### config.mk
export PLATFORM = sky130hd
export DESIGN_NAME = input_select_ctrl
export DESIGN_NICKNAME = d
export VERILOG_FILES = /design/src/rtl/input_select_ctrl.sv
export SDC_FILE = /design/constraint.sdc
export NUM_CORES = 1
export LEC_CHECK = 0
export CAP_MARGIN = 20
export CORE_UTILIZATION = 59
export CTS_CLUSTER_SIZE = 20
export DETAILED_ROUTE_END_ITERATION = 8
export PLACE_DENSITY = 0.8
export SYNTH_ARGS = -nofsm -noshare
export SYNTH_HDL_FRONTEND = slang
export SYNTH_SLANG_ARGS = --single-unit
### constraint.sdc
create_clock -name I_CLK -period 3.2 [get_ports I_CLK]
set_input_delay 0.64 -clock I_CLK [delete_from_list [all_inputs] [get_ports I_CLK]]
set_output_delay 0.64 -clock I_CLK [all_outputs]
set_load 0.005 [all_outputs]
### src/rtl/input_select_ctrl.sv
// Local/remote antenna selector with remote watchdog fallback, per-channel
// break-before-make sequencing and a cross-channel antenna interlock.
module input_select_ctrl #(
    parameter int unsigned N_CH     = 2,
    parameter int unsigned SEL_W    = 3,
    parameter int unsigned TIMEOUT  = 1000000,
    parameter int unsigned DEAD_CYC = 5000
) (
    input  logic                    I_CLK,
    input  logic                    I_RST,
    input  logic [N_CH*SEL_W-1:0]   I_local,
    input  logic [N_CH*SEL_W-1:0]   I_remote_sel,
    input  logic                    I_remote,
    input  logic                    I_remote_valid,
    output logic [N_CH*SEL_W-1:0]   O_sel,
    output logic                    O_remote_active,
    output logic [N_CH-1:0]         O_busy,
    output logic [N_CH-1:0]         O_conflict
);

    localparam int unsigned DC_W = $clog2(DEAD_CYC + 1);
    localparam int unsigned WD_W = $clog2(TIMEOUT + 1);
    localparam logic [DC_W-1:0] DC_LOAD = DC_W'(DEAD_CYC);
    localparam logic [WD_W-1:0] WD_LOAD = WD_W'(TIMEOUT);

    typedef enum logic {ST_STABLE, ST_BREAK} state_t;

    logic [WD_W-1:0]  wd;
    state_t           state [N_CH];
    logic [SEL_W-1:0] tgt   [N_CH];
    logic [SEL_W-1:0] sel_q [N_CH];
    logic [SEL_W-1:0] cand  [N_CH];
    logic [DC_W-1:0]  dc    [N_CH];
    logic [N_CH-1:0]  blocked;

    // Watchdog starts expired so remote is ignored until the first strobe.
    always_ff @(posedge I_CLK) begin
        if (I_RST) begin
            wd              <= '0;
            O_remote_active <= 1'b0;
        end else begin
            if (I_remote_valid)
                wd <= WD_LOAD;
            else if (wd != '0)
                wd <= wd - 1'b1;
            O_remote_active <= I_remote && (wd != '0);
        end
    end

    always_comb begin
        O_sel   = '0;
        blocked = '0;
        for (int unsigned k = 0; k < N_CH; k++) begin
            cand[k] = O_remote_active ? I_remote_sel[k*SEL_W +: SEL_W]
                                      : I_local[k*SEL_W +: SEL_W];
            O_sel[k*SEL_W +: SEL_W] = sel_q[k];
            // Committed antennas of any other channel block; pending makes
            // block only higher-index channels so the lower index wins ties.
            for (int unsigned j = 0; j < N_CH; j++) begin
                if (j != k && sel_q[j] == tgt[k])
                    blocked[k] = 1'b1;
                if (j < k && state[j] == ST_BREAK && tgt[j] == tgt[k])
                    blocked[k] = 1'b1;
            end
        end
    end

    always_ff @(posedge I_CLK) begin
        for (int unsigned k = 0; k < N_CH; k++) begin
            if (I_RST) begin
                state[k]      <= ST_STABLE;
                sel_q[k]      <= '0;
                tgt[k]        <= '0;
                dc[k]         <= '0;
                O_busy[k]     <= 1'b0;
                O_conflict[k] <= 1'b0;
            end else begin
                case (state[k])
                    ST_STABLE: begin
                        if (cand[k] != sel_q[k]) begin
                            sel_q[k] <= '0;
                            if (cand[k] != '0) begin
                                tgt[k]    <= cand[k];
                                dc[k]     <= DC_LOAD;
                                state[k]  <= ST_BREAK;
                                O_busy[k] <= 1'b1;
                            end
                        end
                    end
                    ST_BREAK: begin
                        if (cand[k] != tgt[k]) begin
                            O_conflict[k] <= 1'b0;
                            if (cand[k] == '0) begin
                                state[k]  <= ST_STABLE;
                                O_busy[k] <= 1'b0;
                            end else begin
                                tgt[k] <= cand[k];
                                dc[k]  <= DC_LOAD;
                            end
                        end else if (dc[k] != '0) begin
                            dc[k] <= dc[k] - 1'b1;
                        end else if (blocked[k]) begin
                            O_conflict[k] <= 1'b1;
                        end else begin
                            sel_q[k]      <= tgt[k];
                            state[k]      <= ST_STABLE;
                            O_busy[k]     <= 1'b0;
                            O_conflict[k] <= 1'b0;
                        end
                    end
                    default: state[k] <= ST_STABLE;
                endcase
            end
        end
    end

endmodule

-- Yosys cells after proc, flatten, opt, wreduce, memory -nomap -nowiden
Memories as Yosys holds them, arrays and structs flattened.
Index checks and enable logic that the tools add are counted.
- memories: 4
- input bits: 16
- output and inout port bits: 11
- logic and storage cells: 179
- register bits after elaboration: 25
- bits in writable memories: 40
- $add $sub $neg: 3
- equality and inequality tests: 19
- bitwise logic cells: 22
- reductions and logical operators: 15
- multiplexer cells: 109
- memories (memory ; words ; bits a word ; read ports ; clocked after Yosys merged registers in ; write ports ; RTL line ; source):
    dc ; 2 ; 13 ; 2 ; 0 ; 2 ; 33 ; logic [DC_W-1:0] dc [N_CH];
    sel_q ; 2 ; 3 ; 2 ; 0 ; 2 ; 31 ; logic [SEL_W-1:0] sel_q [N_CH];
    tgt ; 2 ; 3 ; 2 ; 0 ; 2 ; 30 ; logic [SEL_W-1:0] tgt [N_CH];
    state ; 2 ; 1 ; 2 ; 0 ; 2 ; 29 ; state_t state [N_CH];
- operators by type and width (kind ; count):
    $mux W1 ; 89
    $mux W13 ; 6
    $mux W20 ; 2
    $mux W3 ; 10
    $reduce_bool A13 Y1 ; 2
    $sub A13 B1 Y13 const B ; 2
    $or A1 B1 Y1 ; 20
    $reduce_bool A20 Y1 ; 1
    $sub A20 B1 Y20 const B ; 1
    $ne A2 B2 Y1 const B ; 6
    $ne A3 B2 Y1 const B ; 4
    $ne A3 B3 Y1 ; 4
    $reduce_and A5 Y1 ; 2
    $eq A3 B3 Y1 ; 3
    $logic_not A3 Y1 ; 2
    $ne A3 B3 Y1 const B ; 2
    $reduce_bool A3 Y1 ; 2
    $pmux W1 S2 ; 2
    $reduce_and A2 Y1 ; 2
    $logic_and A1 B1 Y1 ; 2
    $not A1 Y1 ; 2
    $reduce_bool A2 Y1 ; 1
    $reduce_or A2 Y1 ; 1

-- Longest topological paths before layout
Gate-level depths: netlist (run 1).
- word-level depth: 10
- depth in mapped cells: 8
- depth with buffers taken out: 7

-- Worst setup path before layout (run 1)
OpenSTA, ideal clock, no wires.
- path kind: input port to flip-flop
- from: input port I_remote_sel[1]
- to: memory dc[0][0] in the netlist's numbering, enable pin
- setup slack: 762 ps
- data required time: 2816 ps
- stages on the path: 5
- path buffers: 0
- setup time: 384 ps
- arrival: 2054 ps
- path through: mux2i_2 -> xor2_1 -> a31oi_1 -> nor2_1 -> o21ai_1
- RTL lines (element ; RTL line ; source):
    from (decl) ; 12 ; input logic [N_CH*SEL_W-1:0] I_remote_sel,
    to (decl) ; 33 ;

==> results of run 1 <==
## registers in the layout (all words and copies together), names as in the netlist
name,count
O_busy,2
O_conflict,2
O_remote_active,1
dc,26
sel_q,6
state,2
tgt,6
wd,20
## per-layer routing
metal,vias up,global-route usage,routed length [microns]
li1,1407,-,-
met1,1353,0.338,3350
met2,63,0.406,3610
met3,10,0.0611,382
met4,0,0.0947,82
met5,-,0,0
## synthesized netlist by cell type, types with 3 or more instances
library cell	count	share of area
o21a_1	5	0.010
nor4_1	3	0.0050
nor2_1	42	0.042
edfxtp_1	40	0.32
mux2i_4	4	0.024
nand2b_1	4	0.0066
nand3_1	9	0.012
or4_1	3	0.0060
nand2_1	18	0.018
ha_1	6	0.020
a211oi_1	4	0.0080
and3_1	4	0.0066
dfxtp_1	25	0.13
and2_1	8	0.013
xnor2_1	36	0.084
nor3_1	13	0.017
and2b_1	3	0.0060
o21ai_1	7	0.0093
xor2_1	18	0.042
nand3b_1	3	0.0060
o31ai_1	4	0.0080
nand4_1	7	0.012
clkbuf_1	4	0.0040
a2111oi_1	3	0.0080
a21oi_1	17	0.023
or3_1	9	0.015
a31oi_1	3	0.0050
inv_1	17	0.017
nor4_2	4	0.013
## critical path, cell delays in order
cell,delay (ns)
clkdlybuf4s50_1,0.45
mux2i_2,0.26
xor2_1,0.27
nand4_1,0.27
o211a_1,0.20
or3_1,0.55
## kinds of logic (layout without fill, tap and decap cells)
kind of cell    after synthesis  in the layout
buf+inv                      25             67
fa+ha+maj                     6              6
mux                           7              7
xor+xnor                     54             54
compound gates               64             64
flops                        65             65
simple gates                145            145
## power breakdown
| group | total (mW) | switching (mW) | internal [mW] |
|---|---|---|---|
| combinational | 1.10 | 0.584 | 0.512 |
| clock | 0.755 | 0.317 | 0.438 |
| sequential | 1.31 | 0.199 | 1.11 |
## final cells by class
cell class	count	area, sq um
flip-flops and latches	65	1700
multi-input cells	276	1950
well taps	75	93.8
clock inverters	7	93.8
fillers	449	1670
clock buffers	9	124
inverters	17	63.8
repair buffers	34	320
## worst max-delay path by stage
stage / from / end / slack [ns] / cells after the start
CTS: O_remote_active / dc[1][6] / 0.58 / 5
floorplan: I_remote_sel[1] / dc[0][0] / 0.76 / 5
detailed placement: I_local[3] / dc[1][5] / 0.23 / 6
global placement: I_remote_sel[3] / dc[1][4] / 0.26 / 6
finish: I_local[5] / dc[1][9] / 0.57 / 6
global route: O_remote_active / dc[1][9] / 0.45 / 5
==> results.yml, run 1 <==
layout:
  layout_common_cells: "nor2_1, edfxtp_1, xnor2_1, clkdlybuf4s50_1, dfxtp_1"
  final_util: 0.722
  design_area_sq_um: 4350
  antennaDiodeCount: 0
  final_common_cell: "nor2_1"
  finalNonFillerCells: 483
  area_growth_pct: 15.6
  drive_above_1_share: 0.108
  nets: 425
critical_path:
  r2r-end: "dc[1][9]"
  path_class: "in -> reg"
  crit_fanout: 13
  critPathCaptureType: "register"
  rrSetupSlack_ns: 0.61
  worstPathRequired_ns: 3.22
  reg2reg_from: "O_remote_active"
  ff2ff_path_depth: 5
  startpoint_type: "input port"
  crit_arrival_ns: 2.65
global_route:
  overflow: 0
  grt_pass1_wl_microns: 12800
  grt_antenna_before_repair: 0
  first_global_vias: 2777
  grt.total_usage: 0.255
  grt_max_degree: 19
synth:
  synth_cell_types: 63
  synth-xor-area-share: 0.126
  synth_area_per_cell_sq_um: 10.3
  syn_nets: 388
  async_reset_ff_frac: 0
  synth_top_family_by_area: "simple AND/OR/NAND/NOR gates"
  yosysWarnings: 0
  yosysSeqAreaShare: 0.452
  synth_compound_area_frac: 0.122
  synth.area.mux_share: 0.0339
  yosys.area_share.simple: 0.218
  ys_seq_elements: 65
  synth_area_sq_um: 3760
  synth_edf_count: 40
  ys.flop_type: "edfxtp_1"
  synthCells: 366
  synthAdderAreaFrac: 0.0199
cts:
  cts_tree: "done"
  insertion_delay_ns: 0.35
  htreeDepth: 3
  cts-root-buf: "clkbuf_8"
  postCtsSetupBuffers: 0
  clockBufferDepth: 2
  cts_sinks: 65
  clk_pin_slew_ns: 0.08
  cts_resized: 0
  postCtsHoldBufs: 0
  cts_buffers: 9
route:
  via_per_inst: 5.87
  dr.pass1.iters: 4
  wire_per_inst_microns: 15.4
  final_antenna_net_count: 0
  drt-total-wl_microns: 7430
  vias: 2833
  drt_iter0_drc: 107
  drc: 0
floorplanning:
  design.die.area_sq_um: 6700
  core_area_sq_um: 6030
  num_io_pins: 27
  fp.dieW_microns: 81.9
  rows: 28
  die_h_microns: 81.9
  initial_core_util: 0.625
power:
  p_total_mw: 3.16
  leakage_nw: 1.61
  power.density_nw_per_um2: 727
  ir_drop_mv: 0.682
job:
  drv_cap: 0
placement:
  dpl_cell_area_sq_um: 4130
  numPortBuffers: 26
  globalplace.congestion: 0.841
  placed_cells: 467
  post-place-ws_ns: 0.233
  hpwl_microns: 5410
worst_hold_path:
  holdPathStages: 2
  worstHoldPathType: "reg -> reg"
  min_from: "O_conflict[0]"
  min_to: "O_conflict[0]"
sta:
  drv_slew: 0
  finalWorstSetupSlack_ns: 0.572
  whs_ns: 0.464
  setup_viol: 0
  fin_skew_ns: 0.0108
  final.setup.tns_ns: 0
  rsz0062_at_grt: "false"
  tightest_slew_ns: 0.666
  hold_violations: 0
  clock.fmax_mhz: 380
  min_period_over_period: 0.821
  fin_crit_ns: 2.63
  slew_headroom: 0.552
outcome:
  run_status: "completed"
No activity file was read; power rests on OpenSTA's default activity.
==> inputs of run 2 (changes only) <==
clock period = 2.5 ns   (was 3.2 ns; I/O delays follow)
==> results.yml, run 2 (synthesis results as in run 1) <==
cts:
  cts_buffers: 9
  cts-root-buf: "clkbuf_8"
  clk_pin_slew_ns: 0.07
  postCtsHoldBufs: 0
  cts_sinks: 65
  htreeDepth: 3
  clockBufferDepth: 2
  cts_tree: "done"
  insertion_delay_ns: 0.35
sta:
  whs_ns: 0.456
  setup_viol: 0
  rsz0062_at_grt: "false"
  fin_skew_ns: 0.00806
  tightest_slew_ns: 0.641
  fin_crit_ns: 2.31
  slew_headroom: 0.570
  finalWorstSetupSlack_ns: 0.194
  drv_slew: 0
  hold_violations: 0
  clock.fmax_mhz: 434
  min_period_over_period: 0.922
placement:
  hpwl_microns: 5630
  numPortBuffers: 26
  post-place-ws_ns: -0.164
  globalplace.congestion: 0.818
critical_path:
  ff2ff_path_depth: 7
  startpoint_type: "input port"
  rrSetupSlack_ns: 0.20
  crit_arrival_ns: 2.41
  cpPeakStageDelay_ns: 0.53
  worstPathRequired_ns: 2.60
  cp_slowest_cell: "clkdlybuf4s50_1"
  path_delay_family: "buffers and inverters"
  crit_fanout: 13
  critPathBufInv: 2
  path_class: "in -> reg"
  r2r-end: "dc[1][8]"
  path_cells: "clkdlybuf4s50_1 > mux2i_4 > xnor2_1 > or3_4 > o211a_1 > or3_1 > buf_4"
  critPathCaptureType: "register"
  reg2reg_from: "O_remote_active"
outcome:
  run_status: "completed"
layout:
  area_growth_pct: 19.4
  top_regs: "dc x26, wd x20"
  nets: 442
  largest_register: "dc"
  final_common_cell: "nor2_1"
  antennaDiodeCount: 0
  layout_common_cells: "nor2_1, edfxtp_1, xnor2_1, clkdlybuf4s50_1, dfxtp_1"
  drive_above_1_share: 0.144
  largest_reg_flops: 26
route:
  wire_per_inst_microns: 15.8
  final_antenna_net_count: 0
  drt-total-wl_microns: 7880
  drc: 0
  via_per_inst: 5.87
  dr.pass1.iters: 4
  vias: 2934
  drt_iter0_drc: 161
power:
  power_frac_comb: 0.361
  leakage_nw: 1.70
  power.share.clock: 0.234
  switching_share: 0.351
  power.density_nw_per_um2: 924
  power_frac_seq: 0.405
  internal-power_mw: 2.69
  ir_drop_mv: 0.634
  p_sw_mw: 1.46
floorplanning:
  die_h_microns: 81.9
  design.die.area_sq_um: 6700
  fp.dieW_microns: 81.9
  core_area_sq_um: 6030
  initial_core_util: 0.625
  num_io_pins: 27
  rows: 28
global_route:
  grt.total_usage: 0.255
  overflow: 0
  grt_pass1_wl_microns: 12800
  grt_max_degree: 20
  grt_antenna_before_repair: 0
  first_global_vias: 2793
worst_hold_path:
  min_from: "O_busy[0]"
  holdPathStages: 2
  min_to: "O_busy[0]"
  worstHoldPathType: "reg -> reg"
job:
  drv_cap: 0
[run 2: cell type report]
| type | instances | area (sq um) |
|---|---|---|
| Inverter | 17 | 63.8 |
| Tap cell | 75 | 93.8 |
| Clock buffer | 10 | 128 |
| Timing Repair Buffer | 51 | 460 |
| Fill cell | 411 | 1530 |
| Clock inverter | 6 | 82.6 |
| Sequential cell | 65 | 1700 |
| Multi-Input combinational cell | 276 | 1960 |
[run 2: worst min-delay path, stage by stage (launching register included)]
cell and delay [ns]:
dfxtp_1 0.31, nand2_1 0.05, o21bai_1 0.05
[run 2: routing by layer]
metal  track usage  vias to the layer above  wire length [microns]
li1              -                     1441                      -
met4         0.104                        0                    133
met5             0                        -                      0
met1         0.327                     1421                   3590
met2         0.425                       61                   3890
met3        0.0456                       11                    264
[run 2: power by group through the flow]
stage | clock network [mW] | logic (mW) | registers [mW]
floorplan | 0 | 1.05 | 1.63
global placement | 0 | 1.42 | 1.68
detailed placement | 0 | 1.47 | 1.70
CTS | 0.979 | 1.48 | 1.68
global route | 1.03 | 1.65 | 1.71
finish | 0.970 | 1.50 | 1.68
[run 2: how the worst max path moves through the flow]
stage / from / endpoint / depth (start not counted) / slack [ns]
2_1_floorplan: O_remote_active / dc[0][0] / 6 / 0.1
3_5_place_dp: I_remote_sel[3] / dc[1][0] / 7 / -0.16
4_1_cts: dc[0][8] / dc[0][2] / 6 / 0.18
3_3_place_gp: I_remote_sel[3] / dc[1][0] / 7 / -0.13
5_1_grt: O_remote_active / sel_q[1][2] / 8 / 0.03
6_report: I_remote_sel[3] / dc[1][8] / 7 / 0.19
[run 2: through the flow]
step	std cells	utilization	power, mW	TNS [ns]	cell area [sq um]
after global routing	500	0.746	4.39	0	4490
final	500	0.746	4.15	0	4490
after detailed placement	484	0.709	3.16	-4.55	4270
after CTS	500	0.744	4.14	0	4480
after floorplan	366	-	2.69	0	3760
after global placement	484	0.709	3.10	-2.17	4270
[run 2: what timing repair did]
item / CTS / global route
endpoints found under the setup margin: 0 / 13
setup buffers: 0 / 0
resized for setup: 0 / 1
==> inputs of run 3 (changes only) <==
CORE_UTILIZATION = 55   (was 59)
PLACE_DENSITY = 0.75   (was 0.8)
==> results.yml, run 3 (synthesis results as in run 1) <==
cts:
  cts_tree: "done"
  clk_pin_slew_ns: 0.07
  cts-root-buf: "clkbuf_8"
  clockBufferDepth: 2
  postCtsHoldBufs: 0
  insertion_delay_ns: 0.34
  postCtsSetupBuffers: 0
  cts_buffers: 9
  cts_sinks: 65
  htreeDepth: 3
  cts_resized: 0
route:
  drc: 6
  wire_per_inst_microns: 14.6
  drt-total-wl_microns: 7390
  drt_iter0_drc: 110
  dr.pass1.iters: 7
  via_per_inst: 5.66
  vias: 2856
  final_antenna_net_count: 0
power:
  p_sw_mw: 1.39
  power.share.clock: 0.188
  leakage_nw: 1.68
  power.density_nw_per_um2: 875
  power_frac_comb: 0.382
  ir_drop_mv: 0.606
  internal-power_mw: 2.51
  switching_share: 0.356
  power_frac_seq: 0.430
floorplanning:
  initial_core_util: 0.579
  rows: 29
  fp.dieW_microns: 84.7
  num_io_pins: 27
  die_h_microns: 84.7
  core_area_sq_um: 6490
  design.die.area_sq_um: 7180
sta:
  fin_skew_ns: 0.00609
  rsz0062_at_grt: "false"
  min_period_over_period: 0.925
  slew_headroom: 0.622
  hold_violations: 0
  setup_viol: 0
  clock.fmax_mhz: 433
  finalWorstSetupSlack_ns: 0.189
  drv_slew: 0
  tightest_slew_ns: 0.562
  fin_crit_ns: 2.31
outcome:
  failed_checks: "DRC"
  run_status: "finished with violations"
placement:
  hpwl_microns: 5410
  globalplace.congestion: 0.801
  post-place-ws_ns: -0.154
  numPortBuffers: 26
layout:
  largest_reg_flops: 26
  largest_register: "dc"
  nets: 445
  top_regs: "dc x26, wd x20"
  drive_above_1_share: 0.143
  final_common_cell: "nor2_1"
  area_growth_pct: 18.3
  layout_common_cells: "nor2_1, edfxtp_1, xnor2_1, buf_4, clkdlybuf4s50_1"
  antennaDiodeCount: 0
  final_util: 0.686
critical_path:
  path_class: "in -> reg"
  reg2reg_from: "O_remote_active"
  startpoint_type: "input port"
  cpPeakStageDelay_ns: 0.44
  path_cells: "clkdlybuf4s50_1 > mux2i_2 > xnor2_1 > or3_4 > o211a_1 > or3_1 > buf_4"
  crit_arrival_ns: 2.41
  worstPathRequired_ns: 2.60
  critPathCaptureType: "register"
  r2r-end: "dc[1][3]"
  crit_fanout: 13
  startpoint: "I_local[5]"
  cp-endpoint: "dc[1][3]"
  ff2ff_path_depth: 7
  rrSetupSlack_ns: 0.21
  cp_slowest_cell: "clkdlybuf4s50_1"
global_route:
  grt.met2_usage: 0.368
  first_global_vias: 2811
  grt.total_usage: 0.224
  grt_antenna_before_repair: 0
  gr-usage-met3: 0.0383
  grt-busiest-layer: "met2"
  grt.met1_usage: 0.291
  grt_max_degree: 19
  grt_pass1_wl_microns: 12600
  overflow: 0
worst_hold_path:
  worstHoldPathType: "reg -> reg"
job:
  drv_cap: 0
==> run 3: cell types whose count changed in the layout (fill, tap and decap cells not counted), sizes merged <==
cell      before  now
bufinv         2    0
clkinvlp       1    0
clkinv         3    5
clkbuf        10   11
buf           25   28
==> run 3: cell type report <==
type	instances	area [sq um]
Multi-Input combinational cell	276	1950
Timing Repair Buffer	54	483
Tap cell	77	96.3
Sequential cell	65	1700
Clock buffer	11	131
Fill cell	495	2040
Clock inverter	5	22.5
Inverter	17	63.8
==> run 3: worst min path at each step <==
stage / from / end / slack, ns / depth (start not counted)
3_3_place_gp: O_conflict[0] / O_conflict[0] / 0.44 / 2
5_1_grt: O_conflict[0] / O_conflict[0] / 0.49 / 2
3_5_place_dp: O_conflict[0] / O_conflict[0] / 0.45 / 2
6_report: O_conflict[0] / O_conflict[0] / 0.45 / 2
4_1_cts: O_conflict[0] / O_conflict[0] / 0.46 / 2
2_1_floorplan: O_busy[0] / O_busy[0] / 0.45 / 2
==> run 3: power by group through the flow <==
| stage | Sequential (mW) | Clock (mW) | Combinational, mW |
|---|---|---|---|
| floorplan | 1.63 | 0 | 1.05 |
| global placement | 1.69 | 0 | 1.44 |
| detailed placement | 1.70 | 0 | 1.47 |
| CTS | 1.67 | 0.749 | 1.49 |
| global route | 1.71 | 0.784 | 1.65 |
| finish | 1.68 | 0.733 | 1.49 |
==> run 3: per-layer routing <==
metal / vias up / routed length [microns]
met2: 67 / 3480
met4: 0 / 108
li1: 1445 / -
met5: - / 0
met1: 1335 / 3460
met3: 9 / 342
==> run 3: critical path: cells and delay by family <==
kind	cells	cell delay [ns]
multiplexers	1	0.27
AND/OR/NAND/NOR	2	0.64
XOR/XNOR	1	0.13
AO/OA/AOI/OAI	1	0.22
buffers and inverters	2	0.64
==> run 3: per-stage QoR <==
stage / TNS (ns) / instances / power [mW] / hold WS, ns / cell area, sq um
2_1_floorplan: 0 / 366 / 2.69 / 0.448 / 3760
3_3_place_gp: -2.10 / 489 / 3.13 / 0.445 / 4300
3_5_place_dp: -3.16 / 489 / 3.17 / 0.451 / 4300
4_1_cts: 0 / 505 / 3.91 / 0.459 / 4450
5_1_grt: 0 / 505 / 4.15 / 0.487 / 4450
6_report: 0 / 505 / 3.89 / 0.455 / 4450
